File: config.mk
export PLATFORM = sky130hd
export DESIGN_NAME = init_sequencer
export DESIGN_NICKNAME = d
export VERILOG_FILES = /design/src/rtl/init_sequencer.sv
export SDC_FILE = /design/constraint.sdc
export NUM_CORES = 1
export LEC_CHECK = 0
export ABC_CLOCK_PERIOD_IN_PS = 1800
export CAP_MARGIN = 40
export CORE_UTILIZATION = 44
export CTS_CLUSTER_SIZE = 40
export DETAILED_ROUTE_END_ITERATION = 6
export PLACE_DENSITY = 0.75
export SETUP_SLACK_MARGIN = 0.15
export SLEW_MARGIN = 30
export SYNTH_ARGS = -nofsm -noshare
export SYNTH_HDL_FRONTEND = slang
export SYNTH_SLANG_ARGS = --single-unit
File: constraint.sdc
create_clock -name clk -period 1.8 [get_ports clk]
set_input_delay 0.36 -clock clk [delete_from_list [all_inputs] [get_ports clk]]
set_output_delay 0.36 -clock clk [all_outputs]
set_load 0.005 [all_outputs]
File: src/rtl/init_sequencer.sv
// Power-up sequencer for the text-mode video path: holds the video pipeline in
// reset, fills the character RAM with FILL_CHAR, then passes the write port to the user.
module init_sequencer #(
  parameter int                HOLD_CYCLES = 16,
  parameter int                ADDR_W      = 11,
  parameter int                DEPTH       = 1200,
  parameter int                DATA_W      = 8,
  parameter logic [DATA_W-1:0] FILL_CHAR   = 8'h20
) (
  input  logic              clk,
  input  logic              rst,
  input  logic              clear_req,
  input  logic              usr_we,
  input  logic [ADDR_W-1:0] usr_addr,
  input  logic [DATA_W-1:0] usr_data,
  output logic              usr_ready,
  output logic              ram_we,
  output logic [ADDR_W-1:0] ram_addr,
  output logic [DATA_W-1:0] ram_data,
  output logic              sub_rst,
  output logic              blank,
  output logic              done
);

  localparam int HOLD_W = $clog2(HOLD_CYCLES + 1);

  localparam logic [HOLD_W-1:0] HOLD_LAST = HOLD_W'(HOLD_CYCLES - 1);
  localparam logic [ADDR_W-1:0] ADDR_LAST = ADDR_W'(DEPTH - 1);

  typedef enum logic [1:0] {
    ST_HOLD  = 2'd0,
    ST_CLEAR = 2'd1,
    ST_RUN   = 2'd2
  } state_t;

  state_t              state,    state_next;
  logic [HOLD_W-1:0]   hold_cnt, hold_cnt_next;
  logic [ADDR_W-1:0]   clr_addr, clr_addr_next;
  logic                ram_we_next;
  logic [ADDR_W-1:0]   ram_addr_next;
  logic [DATA_W-1:0]   ram_data_next;
  logic                done_next;

  // Status outputs decode straight from the state so they track it with no lag.
  assign usr_ready = (state == ST_RUN);
  assign sub_rst   = (state == ST_HOLD);
  assign blank     = (state != ST_RUN);

  // NOTE: every output of this block gets a default before the case, so no
  // path leaves a variable unassigned and no latch is inferred.
  always_comb begin
    state_next    = state;
    hold_cnt_next = hold_cnt;
    clr_addr_next = clr_addr;
    ram_we_next   = 1'b0;
    ram_addr_next = ram_addr;
    ram_data_next = ram_data;
    done_next     = done;

    case (state)
      ST_HOLD: begin
        if (hold_cnt == HOLD_LAST) begin
          state_next    = ST_CLEAR;
          hold_cnt_next = '0;
          clr_addr_next = '0;
        end else begin
          hold_cnt_next = hold_cnt + 1'b1;
        end
      end

      ST_CLEAR: begin
        // User writes and clear requests are dropped here, not queued.
        ram_we_next   = 1'b1;
        ram_addr_next = clr_addr;
        ram_data_next = FILL_CHAR;
        if (clr_addr == ADDR_LAST) begin
          state_next    = ST_RUN;
          done_next     = 1'b1;
          clr_addr_next = '0;
        end else begin
          clr_addr_next = clr_addr + 1'b1;
        end
      end

      ST_RUN: begin
        ram_we_next   = usr_we;
        ram_addr_next = usr_addr;
        ram_data_next = usr_data;
        // The user write still lands this cycle; the clear then overwrites it.
        if (clear_req) begin
          state_next    = ST_CLEAR;
          clr_addr_next = '0;
        end
      end

      default: begin
        state_next = ST_HOLD;
      end
    endcase
  end

  // NOTE: sequential state uses non-blocking assignments so every register
  // samples the pre-edge values regardless of statement order.
  always_ff @(posedge clk or posedge rst) begin
    if (rst) begin
      state    <= ST_HOLD;
      hold_cnt <= '0;
      clr_addr <= '0;
      ram_we   <= 1'b0;
      ram_addr <= '0;
      ram_data <= '0;
      done     <= 1'b0;
    end else begin
      state    <= state_next;
      hold_cnt <= hold_cnt_next;
      clr_addr <= clr_addr_next;
      ram_we   <= ram_we_next;
      ram_addr <= ram_addr_next;
      ram_data <= ram_data_next;
      done     <= done_next;
    end
  end

endmodule

==> flow_metrics.py, run 1 <==
metrics = {
    "setup_path": {
        "crit_path_start_kind": "flip-flop",
        "crit_path_end_kind": "flip-flop",
        "critPathBufInv": 1,
        "required_ns": 1.97,
        "cp_slowest_cell": "or4_4",
        "arrival_ns": 2.04,
        "crit_fanout": 4,
        "critPathMaxStageDelay_ns": 0.56,
        "rr_worst_depth": 5,
        "crit_chain": "or4_4, o31ai_4, nor3b_2, buf_4, a221o_2",
        "cp_top_family": "simple AND/OR/NAND/NOR gates",
        "cp_num_cells": 5,
        "critical_path_class": "reg2reg",
    },
    "place": {
        "placed_cells": 307,
        "place_hpwl_um": 3220,
        "numPortBuffers": 46,
        "gp_congestion": 0.833,
    },
    "floorplanning": {
        "rows": 23,
        "die_area_um2": 4610,
        "start_util_pct": 46.8,
        "die_x_um": 67.9,
        "ios": 47,
        "core_um2": 4090,
        "fp.dieH_um": 67.9,
    },
    "global_routing": {
        "antenna_found_initial": 0,
        "gr-total-overflow": 0,
        "grt_use_total_pct": 22.0,
        "grt_start_max_net_pins": 40,
        "grt_pass1_vias": 1595,
        "grt_pass1_wl_um": 7410,
    },
    "detailed_routing": {
        "via_per_inst": 5.29,
        "dr_wl_met2_um": 2410,
        "first_pass_iters": 4,
        "drtAntennaViolNets": 0,
        "wl_per_cell_um": 14.6,
        "wl_met1_um": 2020,
        "drtIter0Drc": 129,
        "remaining_drc_errors": 0,
        "wl_met3_um": 275,
        "vias": 1713,
        "maxUsedRoutingLayer": "met4",
        "drt_wl_total_um": 4740,
    },
    "sta": {
        "hold_viol_final": 0,
        "slew-limit-headroom_pct": 70.4,
        "setup_viol": 4,
        "worst_slack_ns": -0.0680,
        "max_freq_mhz": 535,
        "whs_ns": 0.419,
        "post-route-min-period_ns": 1.87,
        "fin_worst_skew_ns": 0.0105,
        "finalCritPeriodShare_pct": 104,
        "tightest_slew_ns": 0.441,
        "rsz0062_at_grt": "yes",
        "final_max_slew_viol_count": 0,
    },
    "min_path": {
        "min_path_type": "in2async",
    },
    "logic_synthesis": {
        "ys.flop_type": "dfrtp_1",
        "synth_seq_cells": 39,
        "synth_area_per_cell_um2": 9.80,
        "synthTopCellsByArea": "dfrtp_1, mux2i_1, a21oi_1, a22o_2, o21ai_0",
        "ys_async_sr_fraction_pct": 100,
        "synthCells": 195,
        "netlist_area_um2": 1910,
        "yosysTopAreaCell": "dfrtp_1",
        "synth_top_area_share_pct": 51.0,
        "synth_edf_count": 0,
        "synth_warnings": 0,
        "synth_cell_types": 31,
        "syn-num-nets": 224,
        "yosysSeqAreaShare_pct": 51.0,
    },
    "clock_network": {
        "cts_tree": "built",
        "cts_root_buf": "clkbuf_8",
        "cts.sinks": 39,
        "numCtsBuffers": 5,
        "h-tree-depth": 2,
        "cts.clk_slew.worst_paths_ns": 0.08,
        "clock_path_buffers": 2,
        "clkLatencyLatePin_ns": 0.29,
    },
    "cells_and_area": {
        "drive_gt1_share_pct": 25.2,
        "nets": 302,
        "final_cells": 324,
        "nFillCells": 297,
        "area.growth.synth_to_final_pct": 49.2,
        "diodes": 0,
    },
    "pwr": {
        "p_per_area_nw_per_um2": 595,
        "p_leak_uw": 0.00125,
        "worst_ir_drop_vdd_uv": 483,
    },
    "flow_run": {
        "maxCapViolCount": 0,
    },
    "run_status": {
        "violations": "setup timing",
        "status": "finished with violations",
    },
}
layer usage:
metal / track usage (%) / up-vias
met2: 37.3 / 53
met5: 0 / -
met4: 6.51 / 0
met3: 4.33 / 5
li1: - / 829
met1: 28.5 / 826
where the power goes:
part	leakage [uW]	switching [uW]	total, uW	internal, uW
clock	0.0000612	304	752	449
combinational	0.000678	24.1	70.9	46.7
sequential	0.000516	0	875	875
cell usage in the layout, fill, tap and decap left out, types with 2 or more instances in the layout:
cell type	instances
clkdlybuf4s50_1	43
dfrtp_1	39
buf_4	26
nor2_1	21
a21oi_1	19
inv_1	14
nand2_1	14
mux2i_1	12
o21ai_0	9
nand3_1	7
nor3_1	7
clkbuf_8	6
a22o_2	5
buf_6	5
o21ai_2	4
nand4_1	3
nor2b_1	3
o21ai_1	3
a22o_4	3
ha_1	3
inv_2	2
ha_4	2
buf_2	2
repair_timing:
item | CTS | global route
resized for setup | 25 | 10
setup endpoints to repair | 15 | 16
hold buffers | 0 | 0
gates cloned | 0 | 1
pin swaps | 3 | 6
buffers inserted | 5 | 3
stage by stage:
| step | area (um^2) | worst slack (ns) | total power (uW) | TNS, ns | util [%] |
|---|---|---|---|---|---|
| CTS | 2790 | -0.0544 | 1710 | -0.0681 | 68.2 |
| global route | 2850 | -0.124 | 1750 | -0.711 | 69.8 |
| finish | 2850 | -0.0680 | 1700 | -0.159 | 69.8 |
| floorplan | 1920 | -0.0994 | 907 | -0.676 | - |
| global placement | 2600 | -0.0177 | 965 | -0.0177 | 63.6 |
| detailed placement | 2600 | -0.0432 | 965 | -0.178 | 63.6 |
worst paths after layout:
path,start,endpoint,slack (ns)
setup reg to reg,clr_addr[8],clr_addr[3],-0.07
setup / recovery,clr_addr[8],clr_addr[3],-0.07
hold reg to reg,done,done,0.47
max in group asynchronous,rst,ram_addr[0],1.18
min in group clk,done,done,0.47
hold / removal,rst,hold_cnt[2],0.42
worst register-to-register path, cell delays in order, from the launching register on:
cell     delay [ns]
dfrtp_1        0.38
or4_4          0.56
o31ai_4        0.25
nor3b_2        0.09
buf_4          0.15
a221o_2        0.32
Yosys cell counts (3+ instances only):
cell type   n
a21oi_1    19
a22o_2      8
clkbuf_1    7
dfrtp_1    39
ha_1        6
inv_1      16
mux2i_1    12
nand2_1    14
nand3_1     7
nand4_1     3
nor2_1     21
nor2b_1     3
nor3_1      7
o21ai_0    16
flip-flops by register name (all words and copies together), names as in the netlist:
register,flops
clr_addr,11
done,1
hold_cnt,5
ram_addr,11
ram_data,8
ram_we,1
state,2
final cells by class:
type | count | area [um^2] | area share (%)
flip-flops and latches | 39 | 976 | 34.2
multi-input cells | 132 | 911 | 31.9
repair buffers | 79 | 726 | 25.4
clock buffers | 6 | 82.6 | 2.89
well taps | 50 | 62.6 | 2.19
inverters | 16 | 60.1 | 2.11
clock inverters | 2 | 35.0 | 1.23
cell families (layout without fill, tap and decap cells):
family                   after synthesis  after routing  synth area share (%)
AO/OA/AOI/OAI                         50             50                  17.1
multiplexers                          13             13                  6.87
XOR/XNOR                               1              1                 0.458
flip-flops                            39             39                  51.0
buffers and inverters                 24            103                  5.11
AND/OR/NAND/NOR                       62             62                  15.5
adder cells (fa/ha/maj)                6              6                  3.93
Note: power is estimated with default switching activity, not from simulation.
==> run 2, diff against run 1 <==
--- a/config.mk
+++ b/config.mk
@@ -11,8 +11,8 @@
 export CTS_CLUSTER_SIZE = 40
 export DETAILED_ROUTE_END_ITERATION = 6
 export PLACE_DENSITY = 0.75
+export RECOVER_POWER = 100
 export SETUP_SLACK_MARGIN = 0.15
-export SLEW_MARGIN = 30
 export SYNTH_ARGS = -nofsm -noshare
 export SYNTH_HDL_FRONTEND = slang
 export SYNTH_SLANG_ARGS = --single-unit
==> flow_metrics.py, run 2 (same netlist as run 1, synthesis figures left out) <==
metrics = {
    "run_status": {
        "status": "finished with violations",
        "violations": "setup timing",
    },
    "global_routing": {
        "grt_start_max_net_pins": 40,
        "grt_use_total_pct": 22.0,
        "grt_pass1_wl_um": 7410,
        "gr-total-overflow": 0,
        "grt_pass1_vias": 1595,
        "antenna_found_initial": 0,
    },
    "place": {
        "gp_congestion": 0.833,
        "numPortBuffers": 46,
        "place_hpwl_um": 3220,
        "place_area_um2": 2600,
        "placed_cells": 307,
    },
    "cells_and_area": {
        "diodes": 0,
        "multi_input_area_um2": 898,
        "layout_common_cells": "dfrtp_1, dlygate4sd3_1, buf_4",
        "area.growth.synth_to_final_pct": 47.1,
        "post-route-util_pct": 68.8,
        "layout_commonest_cell": "dfrtp_1",
        "finalInstanceArea_um2": 2810,
        "register_area_um2": 976,
        "drive_gt1_share_pct": 23.0,
        "biggestRegsByFlops": "clr_addr (11), ram_addr (11), ram_data (8)",
        "nFillCells": 307,
        "final_cells": 324,
        "nets": 302,
    },
    "setup_path": {
        "r2r_start": "clr_addr[8]",
        "critical_path_class": "reg2reg",
        "required_ns": 1.97,
        "arrival_ns": 2.04,
        "rrSetupSlack_ns": -0.07,
        "startpoint": "clr_addr[8]",
        "rr_worst_depth": 5,
        "crit_path_end_kind": "flip-flop",
        "crit_path_start_kind": "flip-flop",
        "crit_fanout": 4,
    },
    "clock_network": {
        "cts.clk_slew.worst_paths_ns": 0.07,
        "cts.sinks": 39,
        "clock_path_buffers": 2,
        "cts_root_buf": "clkbuf_8",
        "h-tree-depth": 2,
        "clkLatencyLatePin_ns": 0.29,
        "numCtsBuffers": 5,
        "cts_tree": "built",
    },
    "detailed_routing": {
        "drt_wl_total_um": 4710,
        "via_per_inst": 5.26,
        "wl_per_cell_um": 14.5,
        "vias": 1705,
        "first_pass_iters": 4,
        "remaining_drc_errors": 0,
        "drtAntennaViolNets": 0,
        "drtIter0Drc": 121,
    },
    "pwr": {
        "p_per_area_nw_per_um2": 602,
        "worst_ir_drop_vdd_uv": 483,
        "p_leak_uw": 0.00129,
    },
    "sta": {
        "tightest_slew_ns": 0.961,
        "hold_viol_final": 0,
        "setup_viol": 4,
        "worst_slack_ns": -0.0706,
        "rsz0062_at_grt": "yes",
        "post-route-min-period_ns": 1.87,
        "whs_ns": 0.468,
        "finalCritPeriodShare_pct": 104,
        "fin_worst_skew_ns": 0.0102,
        "slew-limit-headroom_pct": 35.9,
        "max_freq_mhz": 535,
        "final_max_slew_viol_count": 0,
    },
    "min_path": {
        "min_from": "done",
        "min_path_type": "reg2reg",
        "whs_path_depth": 1,
    },
    "floorplanning": {
        "start_util_pct": 46.8,
        "ios": 47,
        "die_x_um": 67.9,
        "core_um2": 4090,
        "fp.dieH_um": 67.9,
        "die_area_um2": 4610,
        "rows": 23,
    },
    "flow_run": {
        "maxCapViolCount": 0,
    },
}
-- run 2: cell count changes in the layout (fill, tap and decap cells not counted), sizes merged --
cell	change
dlygate4sd3	+22
buf	-5
clkdlybuf4s50	-22
clkbuf	+5
-- run 2: layout make-up --
cell class | count | share of cell area [%]
timing repair buffer | 79 | 24.8
tap | 50 | 2.22
sequential | 39 | 34.7
inverter | 16 | 2.14
clock buffer | 6 | 2.94
clock inverter | 2 | 1.25
multi-input combinational | 132 | 31.9
-- run 2: final timing paths --
kind,to
worst max-delay path,clr_addr[3]
worst max register to register,clr_addr[3]
worst min-delay path,done
worst min register to register,done
min in group asynchronous,hold_cnt[2]
max in group asynchronous,ram_addr[0]
-- run 2: what timing repair did --
item | CTS | global route
hold buffers | 0 | 0
pin swaps | 3 | 6
cloned | 0 | 1
resized for setup | 25 | 10
endpoints found under the setup margin | 15 | 16
setup buffers | 5 | 3
-- run 2: critical path: stages (launching register included) --
cell and delay [ns]:
dfrtp_1 0.39, or4_4 0.56, o31ai_4 0.25, nor3b_2 0.09, buf_4 0.15, a221o_2 0.32
-- run 2: report_power, final --
part           total (uW)  internal, uW  switching, uW  leakage [uW]
clock                 752           449            303     0.0000612
combinational        66.0          42.5           23.5      0.000713
sequential            876           876              0      0.000516
-- run 2: layer usage --
layer	part of all wire (%)	routed length (um)	up-vias	GRT usage (%)
met3	6.2	290	7	4.33
met1	42	1970	809	28.5
met5	0	0	-	0
li1	-	-	830	-
met2	51	2390	59	37.3
met4	1.2	57	0	6.51
-- run 2: stage by stage --
step / power, uW / setup slack [ns] / TNS (ns)
after floorplan: 907 / -0.0994 / -0.676
after global placement: 965 / -0.0177 / -0.0177
after detailed placement: 965 / -0.0432 / -0.178
after CTS: 1710 / -0.0544 / -0.0681
after global routing: 1750 / -0.124 / -0.903
final: 1690 / -0.0706 / -0.161
==> run 3, diff against run 2 <==
--- a/config.mk
+++ b/config.mk
@@ -7,6 +7,7 @@
 export LEC_CHECK = 0
 export ABC_CLOCK_PERIOD_IN_PS = 1800
 export CAP_MARGIN = 40
+export CORE_MARGIN = 5
 export CORE_UTILIZATION = 44
 export CTS_CLUSTER_SIZE = 40
 export DETAILED_ROUTE_END_ITERATION = 6
==> flow_metrics.py, run 3 (same netlist as run 1, synthesis figures left out) <==
metrics = {
    "run_status": {
        "status": "finished with violations",
        "violations": "setup timing",
    },
    "cells_and_area": {
        "layout_commonest_cell": "dfrtp_1",
        "post-route-util_pct": 63.9,
        "drive_gt1_share_pct": 21.4,
        "final_cells": 323,
        "nets": 299,
        "finalInstanceArea_um2": 2740,
        "biggestRegsByFlops": "clr_addr (11), ram_addr (11), ram_data (8)",
        "diodes": 0,
        "area.growth.synth_to_final_pct": 43.5,
        "layout_common_cells": "dfrtp_1, buf_4, dlygate4sd3_1",
    },
    "floorplanning": {
        "fp.dieH_um": 75.9,
        "ios": 47,
        "rows": 24,
        "die_area_um2": 5760,
        "start_util_pct": 44.5,
        "core_um2": 4290,
        "die_x_um": 75.9,
    },
    "setup_path": {
        "startpoint": "clr_addr[8]",
        "r2r_start": "clr_addr[8]",
        "crit_path_end_kind": "flip-flop",
        "required_ns": 1.97,
        "cp-endpoint": "clr_addr[3]",
        "reg2reg_to": "clr_addr[3]",
        "crit_path_start_kind": "flip-flop",
        "critical_path_class": "reg2reg",
        "arrival_ns": 2.03,
        "crit_fanout": 3,
        "rr_worst_depth": 5,
        "rrSetupSlack_ns": -0.06,
    },
    "place": {
        "placed_cells": 309,
        "place_hpwl_um": 3250,
        "gp_congestion": 0.759,
        "place_area_um2": 2600,
        "numPortBuffers": 46,
    },
    "sta": {
        "worst_slack_ns": -0.0569,
        "max_freq_mhz": 539,
        "rsz0062_at_grt": "yes",
        "fin_worst_skew_ns": 0.00546,
        "hold_viol_final": 0,
        "tightest_slew_ns": 0.973,
        "slew-limit-headroom_pct": 35.1,
        "finalCritPeriodShare_pct": 103,
        "final_max_slew_viol_count": 0,
        "post-route-min-period_ns": 1.86,
        "setup_viol": 8,
        "finalSetupTns_ns": -0.149,
    },
    "clock_network": {
        "h-tree-depth": 2,
        "clkLatencyLatePin_ns": 0.29,
        "postCtsHoldBufs": 0,
        "clock_path_buffers": 2,
        "cts_tree": "built",
        "cts_root_buf": "clkbuf_8",
        "cts.clk_slew.worst_paths_ns": 0.07,
        "numCtsBuffers": 5,
        "cts.sinks": 39,
    },
    "pwr": {
        "switching_share_pct": 20.9,
        "switchingPower_uw": 315,
        "p_leak_uw": 0.00126,
        "p_clk_share_pct": 37.3,
        "p_per_area_nw_per_um2": 548,
        "p_int_uw": 1190,
        "power_uw": 1500,
        "worst_ir_drop_vdd_uv": 311,
        "comb_power_share_pct": 4.5,
        "seqPwrFrac_pct": 58.2,
    },
    "global_routing": {
        "grt_start_max_net_pins": 40,
        "antenna_found_initial": 0,
        "gr-total-overflow": 0,
        "grt_use_total_pct": 16.7,
        "grt_pass1_vias": 1628,
        "grt_pass1_wl_um": 7800,
    },
    "detailed_routing": {
        "remaining_drc_errors": 0,
        "first_pass_iters": 4,
        "via_per_inst": 5.18,
        "drt_wl_total_um": 4580,
        "drtIter0Drc": 118,
        "wl_per_cell_um": 14.2,
        "drtAntennaViolNets": 0,
        "vias": 1674,
    },
    "flow_run": {
        "maxCapViolCount": 0,
    },
    "min_path": {
        "min_path_type": "reg2reg",
        "whs_path_depth": 1,
    },
}
run 3: how the worst min path moves through the flow:
stage | startpoint | endpoint | slack, ns
final | done | done | 0.45
after detailed placement | done | done | 0.44
after global routing | done | done | 0.47
after global placement | done | done | 0.44
after CTS | rst | state[0] | 0.43
after floorplan | hold_cnt[4] | hold_cnt[4] | 0.45
run 3: power by group through the flow:
stage          combinational [uW]  sequential (uW)  clock (uW)
3_5_place_dp                 73.6              893           0
6_report                     67.5              876         562
4_1_cts                      74.1              876         575
5_1_grt                      74.7              875         617
3_3_place_gp                 72.7              893           0
2_1_floorplan                14.1              893           0
run 3: layer usage:
metal / part of all wire [%] / routed length [um] / track usage (%)
met1: 46 / 2130 / 21.8
met2: 47 / 2140 / 26.7
met3: 4.8 / 218 / 3.67
met4: 2.2 / 102 / 6.76
met5: 0 / 0 / 0
run 3: area by class of cell:
class / count / area, um^2
tap: 52 / 65.1
clock inverter: 1 / 5.00
sequential: 39 / 976
timing repair buffer: 76 / 687
multi-input combinational: 132 / 875
clock buffer: 7 / 76.3
inverter: 16 / 60.1
fill: 374 / 1550
run 3: worst max-delay path, stage by stage, from the launching register on:
cell	delay, ns
dfrtp_1	0.38
or4_4	0.56
o31ai_4	0.21
nor3b_2	0.09
buf_4	0.15
a221o_2	0.36
run 3: through the flow:
stage	worst slack (ns)	hold slack [ns]
floorplan	-0.0994	0.448
global placement	-0.00663	0.443
detailed placement	-0.0284	0.444
CTS	-0.0612	0.426
global route	-0.0935	0.470
finish	-0.0569	0.452
run 3: repair_timing:
item                                    in CTS  in global routing
endpoints found under the setup margin      14                 24
pin swaps                                    3                  1
resized for setup                           13                  6
setup buffers                                4                  2
